## config.mk

```make
export PLATFORM = sky130hd
export DESIGN_NAME = usart_receiver
export DESIGN_NICKNAME = d
export VERILOG_FILES = /design/src/rtl/usart_receiver.sv
export SDC_FILE = /design/constraint.sdc
export NUM_CORES = 1
export LEC_CHECK = 0
export CORE_MARGIN = 1.5
export CORE_UTILIZATION = 52
export CTS_BUF_LIST = sky130_fd_sc_hd__clkbuf_2
export CTS_CLUSTER_SIZE = 20
export DETAILED_ROUTE_END_ITERATION = 8
export PLACE_DENSITY = 0.78
export RECOVER_POWER = 25
export SLEW_MARGIN = 20
export SYNTH_ARGS = -nofsm -noshare
export SYNTH_HDL_FRONTEND = slang
export SYNTH_SLANG_ARGS = --single-unit
```

## constraint.sdc

```tcl
create_clock -name i_clk -period 2 [get_ports i_clk]
set_clock_uncertainty 0.15 [all_clocks]
set_input_delay 0.3 -clock i_clk [delete_from_list [all_inputs] [get_ports i_clk]]
set_output_delay 0.3 -clock i_clk [all_outputs]
set_load 0.01 [all_outputs]
```

## src/rtl/usart_receiver.sv

```systemverilog
// USART receive path: oversampled start detection, 3-vote majority per bit, 5-8 bit frames with optional parity.
// One receive buffer with RXC/FE/PE/DOR status. A new frame that arrives while the buffer is unread is dropped and flagged as overrun.
module usart_receiver #(
  parameter int SYNC_STAGES = 2
) (
  input  logic       i_clk,
  input  logic       i_rst_n,
  input  logic       i_rx_tick,
  input  logic       i_rxd,
  input  logic       i_rxen,
  input  logic       i_u2x,
  input  logic [1:0] i_ucsz,
  input  logic [1:0] i_upm,
  input  logic       i_data_read,
  output logic [7:0] o_rx_data,
  output logic       o_rxc,
  output logic       o_fe,
  output logic       o_pe,
  output logic       o_dor,
  output logic       o_busy
);

  localparam logic [2:0] IDLE   = 3'd0;
  localparam logic [2:0] START  = 3'd1;
  localparam logic [2:0] DATA   = 3'd2;
  localparam logic [2:0] PARITY = 3'd3;
  localparam logic [2:0] STOP   = 3'd4;

  logic [SYNC_STAGES-1:0] sync;
  logic                   rxs;
  logic [2:0]             state;
  logic [3:0]             s;
  logic [2:0]             idx;
  logic                   v1, v2;
  logic [7:0]             shreg;
  logic                   pbit;

  logic [3:0] vote1, vote2, vote3, last_s;
  logic       at_v1, at_v2, at_v3, end_bit, maj, done;
  logic [2:0] size_m1;
  logic       new_pe;

  always_ff @(posedge i_clk or negedge i_rst_n) begin
    if (!i_rst_n) sync <= '1;
    else          sync <= {sync[SYNC_STAGES-2:0], i_rxd};
  end
  assign rxs = sync[SYNC_STAGES-1];

  assign vote1   = i_u2x ? 4'd3 : 4'd7;
  assign vote2   = vote1 + 4'd1;
  assign vote3   = vote1 + 4'd2;
  assign last_s  = i_u2x ? 4'd7 : 4'd15;
  assign at_v1   = (s == vote1);
  assign at_v2   = (s == vote2);
  assign at_v3   = (s == vote3);
  assign end_bit = (s == last_s);
  // Third vote is the live sample; the first two were latched on earlier ticks.
  assign maj     = (v1 & v2) | (v1 & rxs) | (v2 & rxs);
  assign size_m1 = {1'b1, i_ucsz};
  assign done    = i_rxen && i_rx_tick && (state == STOP) && at_v3;
  // Unused MSBs of shreg are zero, so the full XOR covers exactly the data bits.
  assign new_pe  = i_upm[1] & (^shreg ^ pbit ^ i_upm[0]);
  assign o_busy  = (state != IDLE);

  always_ff @(posedge i_clk or negedge i_rst_n) begin
    if (!i_rst_n) begin
      state <= IDLE;
      s     <= 4'd0;
      idx   <= 3'd0;
      v1    <= 1'b1;
      v2    <= 1'b1;
      shreg <= 8'd0;
      pbit  <= 1'b0;
    end else if (!i_rxen) begin
      state <= IDLE;
      s     <= 4'd0;
    end else if (i_rx_tick) begin
      if (state == IDLE) begin
        if (!rxs) begin
          state <= START;
          s     <= 4'd1;
          shreg <= 8'd0;
        end
      end else begin
        s <= end_bit ? 4'd0 : s + 4'd1;
        if (at_v1) v1 <= rxs;
        if (at_v2) v2 <= rxs;
        case (state)
          START: begin
            if (at_v3 && maj) begin
              state <= IDLE;
              s     <= 4'd0;
            end else if (end_bit) begin
              state <= DATA;
              idx   <= 3'd0;
            end
          end
          DATA: begin
            if (at_v3) shreg[idx] <= maj;
            if (end_bit) begin
              if (idx == size_m1) state <= i_upm[1] ? PARITY : STOP;
              else                idx   <= idx + 3'd1;
            end
          end
          PARITY: begin
            if (at_v3)   pbit  <= maj;
            if (end_bit) state <= STOP;
          end
          STOP: begin
            // Leave at the stop vote so a start edge late in the stop bit is caught.
            if (at_v3) begin
              state <= IDLE;
              s     <= 4'd0;
            end
          end
          default: begin
            state <= IDLE;
            s     <= 4'd0;
          end
        endcase
      end
    end
  end

  always_ff @(posedge i_clk or negedge i_rst_n) begin
    if (!i_rst_n) begin
      o_rx_data <= 8'd0;
      o_rxc     <= 1'b0;
      o_fe      <= 1'b0;
      o_pe      <= 1'b0;
      o_dor     <= 1'b0;
    end else if (!i_rxen) begin
      o_rxc <= 1'b0;
      o_dor <= 1'b0;
    end else if (done) begin
      if (!o_rxc || i_data_read) begin
        o_rx_data <= shreg;
        o_fe      <= ~maj;
        o_pe      <= new_pe;
        o_rxc     <= 1'b1;
        if (i_data_read) o_dor <= 1'b0;
      end else begin
        o_dor <= 1'b1;
      end
    end else if (i_data_read) begin
      o_rxc <= 1'b0;
      o_dor <= 1'b0;
    end
  end

endmodule

```

==> run summary <==
Filler instances - 278
Syn Nets - 226
Synth Area in Compound Gates - 0.1972
HP Class - reg -> reg
Unrepaired setup endpoints after global routing - true
Die Width - 65.97 µm
Critical path arrival - 2.27 ns
Htree depth - 2
Final wirelength - 4.705 mm
Vias - 1800
TritonCTS clock tree - yes
Vias in the first global route - 1641
Setup TNS - -0.3304 ns
DRT Pass-1 Iters - 4
Nets - 280
Die Height - 65.97 µm
Max Slew Vio Count - 0
Register area - 887.1 µm²
Number of flops mapped to enable cells by yosys - 0
Critical path fanouts, max - 4
Gr usage total - 0.2209
Post-Syn Instances - 211
Transition time of the tightest slew-check pin - 0.8532 ns
Final Worst Setup Slack - -0.1143 ns
Ys async rst share - 1.000
Antenna Nets Post-Route - 0
Fmax achieved - 473.0 MHz
Mapped Avg Cell Area - 9.772 µm²
Cell count after placement - 301
Top FF cell, synth - dfrtp_1
Multi-input gate area - 1219 µm²
Simple-gate share of the synthesized area - 0.1742
Initial antenna violation count - 0
Routed vias/inst - 5.751
DP Worst Slack - -0.3833 ns
Largest family of logic cells by synthesized area - compound AO/OA/AOI/OAI gates
Xor/xnor share of the synthesized area - 0.05886
Pin count of the biggest net entering global routing - 36
Fin cells - 313
Slew HR - 0.4312
Num CTS Buffers - 5
Clk_lat worst skew - 0.37 ns
Endpoints failing setup - 5
Clock sink count - 35
Share of cells above drive strength 1 - 0.2943
Peak VDD IR - 0.2761 mV
Netlist Area Pre-Place - 2062 µm²
P&R area growth vs syn - 32.71%
First-pass GRT wire length - 7.224 mm
DP Wirelength - 3.310 mm
Multiplexer area fraction after synthesis - 0.06007
Tmin final - 2.114 ns
Crit Path Class - reg -> reg
Post-Synth Adder-Cell Area - 0.02973
Hold Fails Final Rpt - 0
Ant diodes - 0
Drt first-iter violations - 135
Buffers on Ports - 23
Synth warn - 0
Row cnt - 22
Pleak - 1.149 nW
Post-route DRC - 0
Synth unique cells - 56
Register area share after synthesis - 0.4272
Gpl congestion - 0.8751
Pwr dens - 479.3 nW/µm²
Starting Density - 0.5508
Max-cap violations - 0
Die Area - 4352 µm²
Gr ovfl total - 0
Routed len/inst - 15.03 µm
Core footprint - 3744 µm²
Critical path data required time - 2.16 ns
CP startpoint kind - flip-flop
Failing checks - setup timing
Hold_buf cts - 0
CTS Buffer Depth - 2
Tcrit/Tclk final - 1.057
Yosys reg bits - 35
Io pins - 24
Outcome - finished, violations left
Clk root buf - clkbuf_2
Setup crit end kind - flip-flop
Clock slew at reported path FFs - 0.17 ns
kinds of logic (layout without fill, tap and decap cells):
kind of cell / Yosys count / after routing
AND/OR/NAND/NOR: 66 / 66
AO/OA/AOI/OAI: 59 / 59
flip-flops: 35 / 35
buffers and inverters: 22 / 76
XOR/XNOR: 13 / 13
multiplexers: 11 / 11
adder cells (fa/ha/maj): 5 / 5
sequential cells by signal, indices dropped and copies added, names as in the netlist:
signal / flops
idx: 3
o_dor: 1
o_fe: 1
o_pe: 1
o_rx_data: 8
o_rxc: 1
pbit: 1
s: 4
shreg: 8
state: 3
sync: 2
v1: 1
v2: 1
stage by stage:
step	utilization	hold slack, ns	power (W)	area (µm²)
6_report	0.7309	0.2179	0.001311	2736
5_1_grt	0.7309	0.2217	0.001376	2736
4_1_cts	0.6865	0.1507	0.001285	2570
3_5_place_dp	0.6705	0.1982	0.0009758	2510
3_3_place_gp	0.6705	0.1977	0.0009756	2510
2_1_floorplan	-	-0.1456	0.0008665	2062
per-layer routing:
metal  GRT usage  vias up  wire [µm]
li1            -      870          -
met1      0.2593      858       1906
met4     0.08673        0         46
met2      0.3876       68       2421
met5           0        -          0
met3     0.05281        4        330
cell usage after synthesis, drive strengths merged, types with 2 or more instances:
| cell type | instances | area [µm²] |
|---|---|---|
| a2111o | 2 | 22.52 |
| a211o | 2 | 17.52 |
| a21oi | 9 | 48.80 |
| a311oi | 2 | 17.52 |
| a31o | 3 | 26.28 |
| a31oi | 4 | 25.02 |
| buf | 8 | 56.29 |
| clkbuf | 3 | 11.26 |
| dfrtp | 31 | 775.7 |
| dfstp | 4 | 105.1 |
| ha | 4 | 50.05 |
| inv | 11 | 41.29 |
| mux2 | 11 | 123.9 |
| nand2 | 21 | 78.83 |
| nand2b | 2 | 12.51 |
| nand3 | 9 | 45.04 |
| nand3b | 3 | 22.52 |
| nor2 | 12 | 45.04 |
| nor3 | 4 | 31.28 |
| nor3b | 2 | 20.02 |
| o21ai | 21 | 105.1 |
| o31ai | 6 | 55.05 |
| or2 | 3 | 21.27 |
| xnor2 | 12 | 105.1 |
cell type report:
type,count,area share
Multi-Input combinational cell,154,0.4454
Tap cell,48,0.02195
Inverter,11,0.01600
Clock buffer,5,0.009145
Clock inverter,2,0.003201
Sequential cell,35,0.3242
Timing Repair Buffer,58,0.1802
final timing paths:
kind / from / end / slack, ns / cells after the start
max: s[1] / shreg[0] / -0.11 / 7
min: sync[0] / sync[1] / 0.22 / 0
max reg2reg: s[1] / shreg[0] / -0.11 / 7
min reg2reg: sync[0] / sync[1] / 0.22 / 0
max in group asynchronous: i_rst_n / s[2] / 0.72 / 2
min in group asynchronous: i_rst_n / o_rx_data[3] / 0.39 / 2
timing repair:
action                                 CTS  global route
setup endpoints to repair               18            25
pin swaps                                0            10
buffers inserted                         2             3
endpoints found under the hold margin    0             0
resized for setup                        6            28
gates cloned                             0             0
layout by cell type, fill, tap and decap left out, types with 3 or more instances in the layout:
master	count
dfstp_2	4
dfrtp_2	5
clkdlybuf4s50_1	20
mux2_1	11
clkbuf_2	6
inv_1	8
a21oi_1	7
nand3b_1	3
xnor2_1	12
nor3_1	3
o21ai_0	5
nand3_1	8
o21ai_1	14
nor2_1	11
dfrtp_1	26
a31o_1	3
nand2_1	21
buf_4	33
critical path, stage by stage (launching register included):
cell and delay (ns):
dfrtp_1 0.44, inv_2 0.08, ha_4 0.13, and4bb_1 0.26, nor2_2 0.06, a2111o_1 0.46, or2_4 0.30, o31ai_2 0.16
power by group:
group	switching, W	leakage, nW	internal [W]	total, W
registers	0.00000931	0.465	0.000720	0.000729
clock network	0.000228	0.0262	0.0000739	0.000302
logic	0.000153	0.658	0.000127	0.000280
(Power assumes the default switching activity.)
